<file path="config.mk">
export PLATFORM = sky130hd
export DESIGN_NAME = layer_draw_arbiter
export DESIGN_NICKNAME = d
export VERILOG_FILES = /design/src/rtl/layer_draw_arbiter.sv
export SDC_FILE = /design/constraint.sdc
export NUM_CORES = 1
export LEC_CHECK = 0
export BUFFER_PORTS_ARGS = -buffer_cell sky130_fd_sc_hd__buf_4
export CAP_MARGIN = 20
export CORE_MARGIN = 8
export CORE_UTILIZATION = 45
export CTS_CLUSTER_SIZE = 25
export DETAILED_ROUTE_END_ITERATION = 8
export GPL_ROUTABILITY_DRIVEN = 0
export PLACE_DENSITY = 0.65
export SYNTH_ARGS = -nofsm -noshare
export SYNTH_HDL_FRONTEND = slang
export SYNTH_SLANG_ARGS = --single-unit
</file>
<file path="constraint.sdc">
create_clock -name clk -period 8.4 [get_ports clk]
set_clock_uncertainty 0.2 [all_clocks]
set_input_delay 0.84 -clock clk [delete_from_list [all_inputs] [get_ports clk]]
set_output_delay 0.84 -clock clk [all_outputs]
set_load 0.02 [all_outputs]
</file>
<file path="src/rtl/layer_draw_arbiter.sv">
// Per-pixel draw arbiter for one layer with a frame-synchronous show/blink/hide sequencer.
// Priority rotates only at frame starts, so the winner for a given request set is stable within a frame.
module layer_draw_arbiter #(
  parameter int N_REQ        = 4,
  parameter int ROTATE       = 1,
  parameter int BLINK_FRAMES = 16,
  parameter int BLINK_COUNT  = 3,
  localparam int IDX_W       = $clog2(N_REQ)
) (
  input  logic                 clk,
  input  logic                 reset,
  input  logic                 startOfFrame,
  input  logic [N_REQ-1:0]     drawRequest,
  input  logic [8*N_REQ-1:0]   RGB,
  input  logic                 blinkStart,
  input  logic                 restore,
  output logic                 drawRequestOut,
  output logic [7:0]           RGB_Out,
  output logic [IDX_W-1:0]     winnerIdx,
  output logic                 layerVisible,
  output logic                 layerHidden
);

  typedef enum logic [1:0] {SHOWN, BLINK_OFF, BLINK_ON, HIDDEN} state_t;

  state_t           state_q, state_d;
  logic [IDX_W-1:0] ptr_q, ptr_d;
  logic [7:0]       frame_cnt_q, frame_cnt_d;
  logic [3:0]       pair_cnt_q, pair_cnt_d;
  logic             blink_pend_q, blink_pend_d;
  logic             restore_pend_q, restore_pend_d;
  logic             draw_q, draw_d;
  logic [7:0]       rgb_q, rgb_d;
  logic [IDX_W-1:0] idx_q, idx_d;
  logic             visible_q, visible_d;
  logic             hidden_q, hidden_d;
  logic             blink_evt, restore_evt, found;
  int               cand;

  always_comb begin
    blink_evt      = blink_pend_q | blinkStart;
    restore_evt    = restore_pend_q | restore;
    state_d        = state_q;
    ptr_d          = ptr_q;
    frame_cnt_d    = frame_cnt_q;
    pair_cnt_d     = pair_cnt_q;
    blink_pend_d   = blink_evt;
    restore_pend_d = restore_evt;

    if (startOfFrame) begin
      // Pending events are consumed at every frame start, used or not.
      blink_pend_d   = 1'b0;
      restore_pend_d = 1'b0;
      if (ROTATE != 0)
        ptr_d = (ptr_q == IDX_W'(N_REQ - 1)) ? '0 : ptr_q + 1'b1;
      case (state_q)
        SHOWN: if (blink_evt) begin
          state_d     = BLINK_OFF;
          frame_cnt_d = '0;
          pair_cnt_d  = '0;
        end
        BLINK_OFF: if (frame_cnt_q == 8'(BLINK_FRAMES - 1)) begin
          state_d     = BLINK_ON;
          frame_cnt_d = '0;
        end else begin
          frame_cnt_d = frame_cnt_q + 8'd1;
        end
        BLINK_ON: if (frame_cnt_q == 8'(BLINK_FRAMES - 1)) begin
          frame_cnt_d = '0;
          pair_cnt_d  = pair_cnt_q + 4'd1;
          state_d     = (pair_cnt_q + 4'd1 == 4'(BLINK_COUNT)) ? HIDDEN : BLINK_OFF;
        end else begin
          frame_cnt_d = frame_cnt_q + 8'd1;
        end
        HIDDEN: if (restore_evt) state_d = SHOWN;
        default: state_d = SHOWN;
      endcase
    end

    visible_d = (state_d == SHOWN) || (state_d == BLINK_ON);
    hidden_d  = (state_d == HIDDEN);

    // Arbitrate with the post-edge pointer and state so the first pixel of a frame sees them.
    found = 1'b0;
    cand  = 0;
    draw_d = 1'b0;
    rgb_d  = '0;
    idx_d  = '0;
    for (int k = 0; k < N_REQ; k++) begin
      cand = int'(ptr_d) + k;
      if (cand >= N_REQ) cand = cand - N_REQ;
      if (!found && visible_d && drawRequest[cand]) begin
        found  = 1'b1;
        draw_d = 1'b1;
        rgb_d  = RGB[8*cand +: 8];
        idx_d  = IDX_W'(cand);
      end
    end
  end

  always_ff @(posedge clk or posedge reset) begin
    if (reset) begin
      state_q        <= SHOWN;
      ptr_q          <= '0;
      frame_cnt_q    <= '0;
      pair_cnt_q     <= '0;
      blink_pend_q   <= 1'b0;
      restore_pend_q <= 1'b0;
      draw_q         <= 1'b0;
      rgb_q          <= '0;
      idx_q          <= '0;
      visible_q      <= 1'b1;
      hidden_q       <= 1'b0;
    end else begin
      state_q        <= state_d;
      ptr_q          <= ptr_d;
      frame_cnt_q    <= frame_cnt_d;
      pair_cnt_q     <= pair_cnt_d;
      blink_pend_q   <= blink_pend_d;
      restore_pend_q <= restore_pend_d;
      draw_q         <= draw_d;
      rgb_q          <= rgb_d;
      idx_q          <= idx_d;
      visible_q      <= visible_d;
      hidden_q       <= hidden_d;
    end
  end

  assign drawRequestOut = draw_q;
  assign RGB_Out        = rgb_q;
  assign winnerIdx      = idx_q;
  assign layerVisible   = visible_q;
  assign layerHidden    = hidden_q;

endmodule

</file>
# == Yosys cells after proc, flatten, opt, wreduce, memory -nomap -nowiden ==
# Cells that the tools add are included.
# word_totals
regBits,31
in_bits,41
out_inout_bits,13
wordCells,108
# op_classes
addsub,10
order_cmp,8
n_eq_ne,10
n_shift,4
muxes,45
n_bitwise,2
n_reduce_logical,18
# ops
operator,count
$lt A32 B4 Y1 const B,4
$mux W32,4
$shiftx A32 B32 Y8,4
$mux W8,6
$mux W2,12
$pmux W8 S2,1
$mux W1,14
$sub A3 B3 Y4 const B,3
$eq A2 B2 Y1 const B,5
$ge A3 B3 Y1 const B,3
$add A8 B1 Y8 const B,1
$bmux W1 S2,4
$eq A8 B4 Y1 const B,1
$mux W4,2
$pmux W2 S4,1
$pmux W4 S2,1
$logic_and A1 B1 Y1,7
$add A2 B2 Y3 const B,2
$add A4 B1 Y4 const B,1
$eq A4 B2 Y1 const B,1
$logic_not A2 Y1,2
$ne A2 B2 Y1 const B,2
$reduce_and A4 Y1,1
$reduce_bool A2 Y1,2
other kinds (10),13

# == Logic depth before layout (Yosys ltp) ==
# Gate-level depths: netlist of run 1.
# depth
depth_word,22
depth_mapped,16
depth_no_buf,11

# == Worst setup path after synthesis of run 1 ==
# No wires, ideal clock.
# synth_timing
kind,in2reg
from,input startOfFrame
to,"register rgb_q[3], in the netlist RGB_Out[3]"
setup_time_ps,76
arrival_time_ps,3912
required_time_ps,8124
path_slack_ps,4212
path_stages,13
n_path_buf,4
path_cell_list,buf_2 > nand2_1 > a21boi_0 > clkbuf_1 > clkbuf_1 > ha_1 > clkbuf_1 > inv_1 > and2_1 > or3_1 > or4_1 > o211a_1 > o21ai_1
# synth_between
elab_chain_len,20
word_cells_on_any_way,53
classes_between,add/sub (7); order compare (4); eq/ne (1); shift (4); mux (25); reduce/logical (12)
# synth_rtl
element,line_no,source
"start, declared",12,"input logic startOfFrame,"
$mux W2,50,if (startOfFrame) begin
$sub A2 B3 Y4 / $ge A2 B3 Y1 (equally long branches),91,if (cand >= N_REQ) cand = cand - N_REQ;
$mux W32,91,
$bmux W1 S2,92,if (!found && visible_d && drawRequest[cand]) begin
$mux W1 (implied by the code) (2 in a row),92,
$logic_and A1 B1 Y1,92,
$mux W1,92,
$logic_not A1 Y1,92,
$logic_and A1 B1 Y1 (2 in a row),92,
$mux W1,92,
$logic_not A1 Y1,92,
$logic_and A1 B1 Y1 (2 in a row),92,
$mux W1,92,
$logic_not A1 Y1,92,
$logic_and A1 B1 Y1 (2 in a row),92,
$mux W8 (*),92,
named net rgb_d[3],33,"logic [7:0] rgb_q, rgb_d;"
"end signal, assigned",122,rgb_q <= rgb_d;
"end, declared",33,
# Mark *: on every way through the listed nets, which the timed path passes. The rest lies on a longest branch. The select of a mux whose other input is x is not followed.
# A chain may end at the register's enable or synchronous reset.

# == Worst setup path in the final report of run 1 ==
# layout_timing
from,register ptr_q[0]
to,"register rgb_q[4], in the netlist RGB_Out[4]"
# layout_between
elab_chain_len,22
word_cells_on_any_way,52
classes_between,add/sub (8); order compare (4); eq/ne (1); shift (4); mux (25); reduce/logical (10)
# layout_rtl
element,line_no,source
"start, declared",27,"logic [IDX_W-1:0] ptr_q, ptr_d;"
"start signal, assigned",116,ptr_q <= ptr_d;
$add A2 B1 Y2 / $eq A2 B2 Y1 (equally long branches),55,ptr_d = (ptr_q == IDX_W'(N_REQ - 1)) ? '0 : ptr_q + 1'b1;
$mux W2,55,
$mux W2 (*),50,
$sub A2 B3 Y4 / $ge A2 B3 Y1 (equally long branches),91,
$mux W32,91,
$bmux W1 S2,92,
$mux W1 (implied by the code) (2 in a row),92,
$logic_and A1 B1 Y1,92,
(+4 left out),--,
$mux W1,92,
$logic_not A1 Y1,92,
$logic_and A1 B1 Y1 (2 in a row),92,
$mux W1,92,
$logic_not A1 Y1,92,
$logic_and A1 B1 Y1 (2 in a row),92,
$mux W8 (*),92,
named net rgb_d[4],33,
# Marked as above.

==> results of run 1 <==
[synthesized netlist by cell type (2+ instances only)]
cell type / instances
xnor2_1: 4
mux2_2: 6
a221oi_1: 2
buf_4: 2
nor2b_1: 6
buf_1: 2
clkbuf_1: 6
a32oi_1: 8
nor3_1: 6
ha_1: 14
nand2_1: 30
or3_1: 3
o21ai_1: 5
and3_1: 2
o22ai_1: 4
o211a_1: 2
nor2_1: 31
a21oi_1: 12
or4_1: 2
nor4_1: 6
o32ai_1: 2
a22oi_1: 4
nand2b_1: 8
nor4b_1: 2
buf_2: 5
inv_1: 10
nand3_1: 6
a21boi_0: 5
mux2i_1: 48
o21ai_0: 18
and2_1: 5
dfrtp_1: 30
[worst min-delay path by stage]
stage / slack (ps) / from / cells past startpoint / endpoint
after CTS: 310 / restore_pend_q / 2 / restore_pend_q
after floorplan: 240 / restore_pend_q / 2 / restore_pend_q
after detailed placement: 290 / restore_pend_q / 2 / restore_pend_q
after global placement: 270 / restore_pend_q / 2 / restore_pend_q
after global routing: 330 / restore_pend_q / 2 / restore_pend_q
final: 300 / restore_pend_q / 2 / restore_pend_q
[per-layer routing]
layer	wire, µm	vias up
met1	3380	1209
met4	164	0
met3	274	18
met2	3405	82
met5	0	-
li1	-	1261
[state kept, by name, indices dropped and copies added, names as in the netlist]
signal	cells
drawRequestOut	1
pair_cnt_q	4
winnerIdx	2
blink_pend_q	1
RGB_Out	8
restore_pend_q	1
state_q	2
layerVisible	1
frame_cnt_q	8
ptr_q	2
layerHidden	1
[stage by stage]
step	util	power (mW)	setup WS (ps)	std cells	hold slack (ps)
floorplan	-	0.7692	4212	318	244.1
global placement	0.5393	0.9283	4312	433	270.4
detailed placement	0.5393	0.9402	4223	433	290.9
CTS	0.5592	1.102	4411	441	306.4
global route	0.5592	1.193	4123	441	328.0
finish	0.5592	1.108	4342	441	295.7
[cell families after synthesis]
group / after synthesis
xor+xnor: 5
simple gates: 113
fa+ha+maj: 14
mux: 54
buf+inv: 27
compound gates: 74
flops: 31
[cell type report]
cell class,instances,area share
Sequential cell,31,0.2347
Multi-Input combinational cell,260,0.5612
Clock inverter,2,0.01058
Inverter,11,0.01323
Tap cell,75,0.02834
Timing Repair Buffer,56,0.1270
Clock buffer,6,0.02494
[power by group]
group / leakage [nW] / switching, mW / total, mW / internal (mW)
logic: 1.13 / 0.418 / 0.717 / 0.299
clock network: 0.0612 / 0.0629 / 0.159 / 0.0961
registers: 0.406 / 0.0366 / 0.232 / 0.195
total: 1.60 / 0.517 / 1.11 / 0.591
[critical path: stages (launching register included)]
cell and delay, ps:
dfrtp_1 500, ha_1 290, nor2_1 280, a21oi_4 90, buf_4 310, ha_1 630, inv_1 100, and2_1 200
or3_1 590, or4_1 540, o211a_1 130, o21ai_1 130
==> metrics.cfg, run 1 <==
[status]
outcome=finished clean

[final_layout]
antennaDiodeCount=0
multi_input_area_um2=1858
layout_common_cells=buf_4, mux2i_1, nor2_1, dfrtp_1, nand2_1
fin_area_um2=3311
final_common_cell=buf_4
finalNetCount=420
nFillCells=550
drive_gt1_frac=0.2186
area_delta_synth_final_pct=20.44
layout.area.seq_um2=777.0

[worst_setup_path]
crit_end=RGB_Out[4]
r2r_end=RGB_Out[4]
rr_worst_depth=11
crit_path_start=ptr_q[0]
end_kind=flop
critPathRequiredTime_ps=8420
cp_max_fo=42
reg2reg_from=ptr_q[0]
worst-endpoint-arrival_ps=4070
reg2reg_setup_slack_ps=4340
criticalPathCategory=reg -> reg
critPathLaunchType=flop

[placement]
place.port_buffers=53
dp_hpwl_um=5316
dpl_cell_area_um2=3193

[yosys]
yosys.area_share.simple=0.2053
synth_top_family_by_area=simple AND/OR/NAND/NOR gates
yosysWarnings=0
synth_compound_area_frac=0.1875
ys_ff_latch=31
synthAdderAreaFrac=0.06372
yosysTopAreaCell=dfrtp_1
synth_nets=373
yosys.area.top_type_share=0.2731
syn_area_per_cell_um2=8.644
synthDistinctLibCells=54
synth_mux_area_frac=0.1994
synth-edff-count=0
synthFlopType=dfrtp_1
synth_area_leaders=dfrtp_1, mux2i_1, ha_1
async_reset_ff_frac=1.000
synth_xor_area_frac=0.01593
yosysSeqAreaShare=0.2827
synth_cells=318
syn_area_um2=2749

[drt]
dr.first_iter.drc_count=147
num_vias=2570
ant_nets=0
wire_per_inst_um=16.38
vias_per_cell=5.828
first_pass_iters=5
routed_wl_um=7224
drc=0

[power]
p_per_area_nw_per_um2=334.7
power_leakage_nw=1.600
ir_drop_mv=0.2080

[clocking]
cts_resized=0
cts_max_level=2
clockBufferDepth=2
post_cts_buffers=0
numCtsBuffers=5
postCtsHoldBufs=0
cts_tree=yes
cts.sinks=31
clk_latency_ps=280
cts.clk_slew.worst_paths_ps=80
root_buffer=clkbuf_8

[min_path]
hp-class=reg -> reg

[global_route]
grt_max_degree=43
busiest_layer=met2
antenna_found_initial=0
grt_use_met3=0.01918
grt_pass1_wl_um=11790
grt_pass1_vias=2539
grt.met1_usage=0.2060
gr-usage-met2=0.2683
grt_overflow_total=0
grtUsageTotal=0.1624

[timing]
rsz0062_at_grt=false
hold_violations=0
fin_crit_sh=0.4831
slew_headroom=0.5420
max_slew.worst_pin.slew_ps=685.1
drv_slew=0
min_period_ps=4058
max_freq_ghz=0.2464
setup_viol=0
fin_tns_setup_ps=0

[floorplanning]
num_rows=28
die_area_um2=8865
initial_utilization=0.4643
fp.coreArea_um2=5921
die_height_um=94.16
die_w_um=94.16
io_pins=54

[flow_run]
drv_cap=0

Note: power is estimated with default switching activity, not from simulation.
==> run 2: changes to the inputs <==
clock period = 4 ns   (was 8.4 ns; I/O delays follow)
==> metrics.cfg, run 2 (synthesis gave the netlist of run 1 again) <==
[drt]
routed_wl_um=7330
wire_per_inst_um=16.51
num_vias=2579
ant_nets=0
first_pass_iters=4
vias_per_cell=5.809
drc=0
dr.first_iter.drc_count=79

[timing]
hold_violations=0
fin_crit_sh=0.8595
rsz0062_at_grt=false
max_slew.worst_pin.slew_ps=707.6
slew_headroom=0.5269
min_period_ps=3438
hold_ws_ps=1.930
setup_slack_ps=561.9
fin_tns_setup_ps=0
max_freq_ghz=0.2909
setup_viol=0
drv_slew=0

[clocking]
cts.clk_slew.worst_paths_ps=70
root_buffer=clkbuf_8
cts.sinks=31
numCtsBuffers=5
cts_resized=0
cts_tree=yes
cts_max_level=2
postCtsHoldBufs=0
clockBufferDepth=2
clk_latency_ps=290
post_cts_buffers=0

[worst_setup_path]
cp_max_fo=20
critPathRequiredTime_ps=3960
crit_path_start=ptr_q[0]
crit_slowest_cell=ha_1
crit_chain=ha_1 -> nor2_1 -> a21oi_4 -> buf_4 -> ha_1 -> nor2_1 -> a21oi_1 -> and4b_1 -> a32oi_1 -> o21ai_1
critPathLaunchType=flop
max_stage_delay_ps=670
end_kind=flop
criticalPathCategory=reg -> reg
cp_top_family=adder cells
path_buf_inv=1
worst-endpoint-arrival_ps=3400
reg2reg_from=ptr_q[0]

[final_layout]
area_delta_synth_final_pct=21.26
layout_common_cells=buf_4, mux2i_1, nor2_1, dfrtp_1, nand2_1
finalNetCount=423
final_core_util=0.5630
drive_gt1_frac=0.2249
final_common_cell=buf_4
antennaDiodeCount=0

[global_route]
grt_pass1_wl_um=12110
grt_pass1_vias=2652
grtUsageTotal=0.1663
grt_max_degree=32
antenna_found_initial=0
grt_overflow_total=0

[power]
finalPower_mw=2.344
power_leakage_nw=1.615
ir_drop_mv=0.3534
p_per_area_nw_per_um2=703.1

[floorplanning]
die_area_um2=8865
io_pins=54
die_height_um=94.16
num_rows=28
die_w_um=94.16
initial_utilization=0.4643
fp.coreArea_um2=5921

[placement]
dp_hpwl_um=5482
dp_slack_ps=592.4
place.port_buffers=53

[status]
outcome=finished clean

[min_path]
hp-class=in -> async

[flow_run]
drv_cap=0

## run 2: area by class of cell
type                       count  area [µm²]
fill                         539        2587
multi-input combinational    260        1858
sequential                    31       777.0
timing repair buffer          59       442.9
tap                           75       93.84
clock buffer                   6       82.58
inverter                      11       43.79
clock inverter                 2       35.03
## run 2: worst paths after layout
check | end | slack (ps) | depth (start not counted)
min in group clk | restore_pend_q | 140 | 3
min | RGB_Out[5] | 2 | 3
max reg2reg | RGB_Out[2] | 560 | 10
max in group asynchronous | layerVisible | 3270 | 3
min reg2reg | restore_pend_q | 280 | 2
max | RGB_Out[2] | 560 | 10
## run 2: metrics by stage
step,cells,instance area [µm²]
2_1_floorplan,318,2749
3_3_place_gp,436,3216
3_5_place_dp,436,3216
4_1_cts,444,3333
5_1_grt,444,3333
6_report,444,3333
## run 2: worst reg2reg max path, delay by kind of cell, from the launching register on
kind                     cells  cell delay, ps
flip-flops                   1             490
buffers and inverters        1             240
AO/OA/AOI/OAI                4             660
AND/OR/NAND/NOR              3             760
adder cells (fa/ha/maj)      2             960
## run 2: per-layer routing
layer	GRT usage	part of all wire	routed length [µm]
met5	0	0	0
met3	0.03517	0.055	405
met4	0.06737	0.014	101
met1	0.1909	0.42	3067
met2	0.2908	0.51	3756
## run 2: where the power goes
| group | internal [mW] | leakage, nW | switching [mW] | total [mW] |
|---|---|---|---|---|
| clock network | 0.202 | 0.0612 | 0.126 | 0.328 |
| registers | 0.411 | 0.406 | 0.0745 | 0.485 |
| logic | 0.646 | 1.15 | 0.884 | 1.53 |
| total | 1.26 | 1.61 | 1.09 | 2.34 |
==> run 3: changes to the inputs <==
CTS_BUF_LIST = sky130_fd_sc_hd__clkbuf_4   (was not set)
MAX_ROUTING_LAYER = met4   (was not set)
SETUP_SLACK_MARGIN = 0.2   (was not set)
==> metrics.cfg, run 3 (synthesis gave the netlist of run 1 again) <==
[placement]
dp_slack_ps=597.7
place.port_buffers=53
dp_hpwl_um=5376

[clocking]
cts.clk_slew.worst_paths_ps=100
post_cts_buffers=0
clockBufferDepth=2
root_buffer=clkbuf_4
postCtsHoldBufs=1
cts_max_level=2
cts.sinks=31
numCtsBuffers=5
cts_tree=yes
clk_latency_ps=330
cts_resized=0

[global_route]
antenna_found_initial=0
grtUsageTotal=0.1667
grt_pass1_wl_um=11770
grt_pass1_vias=2548
grt_max_degree=25
grt_overflow_total=0

[drt]
drc=0
met3RoutedLength_um=291
wl_met1_um=3141
wl_met2_um=3652
wire_per_inst_um=16.13
dr.first_iter.drc_count=175
vias_per_cell=5.818
top_layer=met4
first_pass_iters=4
ant_nets=0
routed_wl_um=7178
num_vias=2589

[min_path]
hold_depth=3
hp-class=in -> reg
min_delay_worst_endpoint=blink_pend_q
min_from=blinkStart

[final_layout]
layout_common_cells=buf_4, mux2i_1, nor2_1, dfrtp_1, nand2_1
antennaDiodeCount=0
area_delta_synth_final_pct=20.12
drive_gt1_frac=0.2216
final_common_cell=buf_4
nFillCells=537
final_core_util=0.5577
finalNetCount=424

[timing]
max_freq_ghz=0.2873
setup_viol=0
hold_violations=0
fin_crit_sh=0.8703
max_slew.worst_pin.slew_ps=603.7
rsz0062_at_grt=false
min_period_ps=3481
drv_slew=0
setup_slack_ps=518.8
slew_headroom=0.5945
fin_tns_setup_ps=0

[worst_setup_path]
end_kind=flop
r2r_end=RGB_Out[1]
critPathRequiredTime_ps=4000
criticalPathCategory=reg -> reg
reg2reg_from=ptr_q[0]
rr_worst_depth=10
crit_chain=ha_1 -> nor2_1 -> a21oi_4 -> buf_4 -> ha_1 -> nor2_1 -> a21oi_1 -> and4b_1 -> a32oi_1 -> o21ai_0
crit_path_start=ptr_q[0]
cp_max_fo=18
crit_slowest_cell=ha_1
reg2reg_setup_slack_ps=520
worst-endpoint-arrival_ps=3480
max_stage_delay_ps=660
critPathLaunchType=flop

[flow_run]
drv_cap=0

[power]
internal-power_mw=1.188
power_frac_clock=0.108
power_leakage_nw=1.600
power_switching_mw=1.080
p_per_area_nw_per_um2=686.8
seq_power_share=0.215
switching_share=0.4763
comb_power_share=0.677
ir_drop_mv=0.3302

[floorplanning]
num_rows=28
fp.coreArea_um2=5921
die_height_um=94.16
die_w_um=94.16
initial_utilization=0.4643
io_pins=54
die_area_um2=8865

[status]
outcome=finished clean

[run 3: cell count changes in the layout (fill, tap and decap cells not counted), sizes merged]
cell | before | now
clkbuf | 6 | 5
clkinv | 1 | 2
dlygate4sd3 | 0 | 1
[run 3: how the worst max path moves through the flow]
stage | depth (start not counted) | endpoint | slack [ps]
floorplan | 13 | RGB_Out[3] | 300
global placement | 10 | RGB_Out[2] | 670
detailed placement | 11 | RGB_Out[1] | 600
CTS | 10 | RGB_Out[1] | 580
global route | 11 | RGB_Out[1] | 290
finish | 10 | RGB_Out[1] | 520
[run 3: final cells by class]
| type | instances | area [µm²] | area share |
|---|---|---|---|
| clock buffer | 5 | 37.54 | 0.01137 |
| inverter | 11 | 43.79 | 0.01326 |
| clock inverter | 3 | 38.79 | 0.01175 |
| multi-input combinational | 260 | 1858 | 0.5627 |
| timing repair buffer | 60 | 452.9 | 0.1372 |
| sequential | 31 | 777.0 | 0.2353 |
| tap | 75 | 93.84 | 0.02842 |
[run 3: worst max-delay path: cells and delay by family, from the launching register on]
| family | cells | cell delay [ps] |
|---|---|---|
| adders and majority gates | 2 | 950 |
| and+or+nand+nor | 3 | 790 |
| AOI/OAI and AO/OA | 4 | 660 |
| DFF | 1 | 510 |
| buffers and inverters | 1 | 230 |
[run 3: per-layer routing]
metal	global-route usage	up-vias
met4	0.05548	0
met3	0.02718	10
li1	-	1263
met5	-	-
met2	0.2798	76
met1	0.1967	1240
[run 3: power by group through the flow]
| stage | registers [mW] | clock network (mW) | logic [mW] |
|---|---|---|---|
| after floorplan | 0.533 | 0 | 1.08 |
| after global placement | 0.492 | 0 | 1.50 |
| after detailed placement | 0.492 | 0 | 1.52 |
| after CTS | 0.487 | 0.250 | 1.52 |
| after global routing | 0.501 | 0.269 | 1.68 |
| final | 0.487 | 0.245 | 1.54 |
[run 3: through the flow]
stage,hold WS (ps),instances,total power [mW],instance area (µm²)
after CTS,104.5,445,2.260,3302
final,110.8,445,2.268,3302
after global placement,275.1,436,1.987,3216
after global routing,111.5,445,2.448,3302
after floorplan,244.1,318,1.617,2750
after detailed placement,291.4,436,2.009,3216
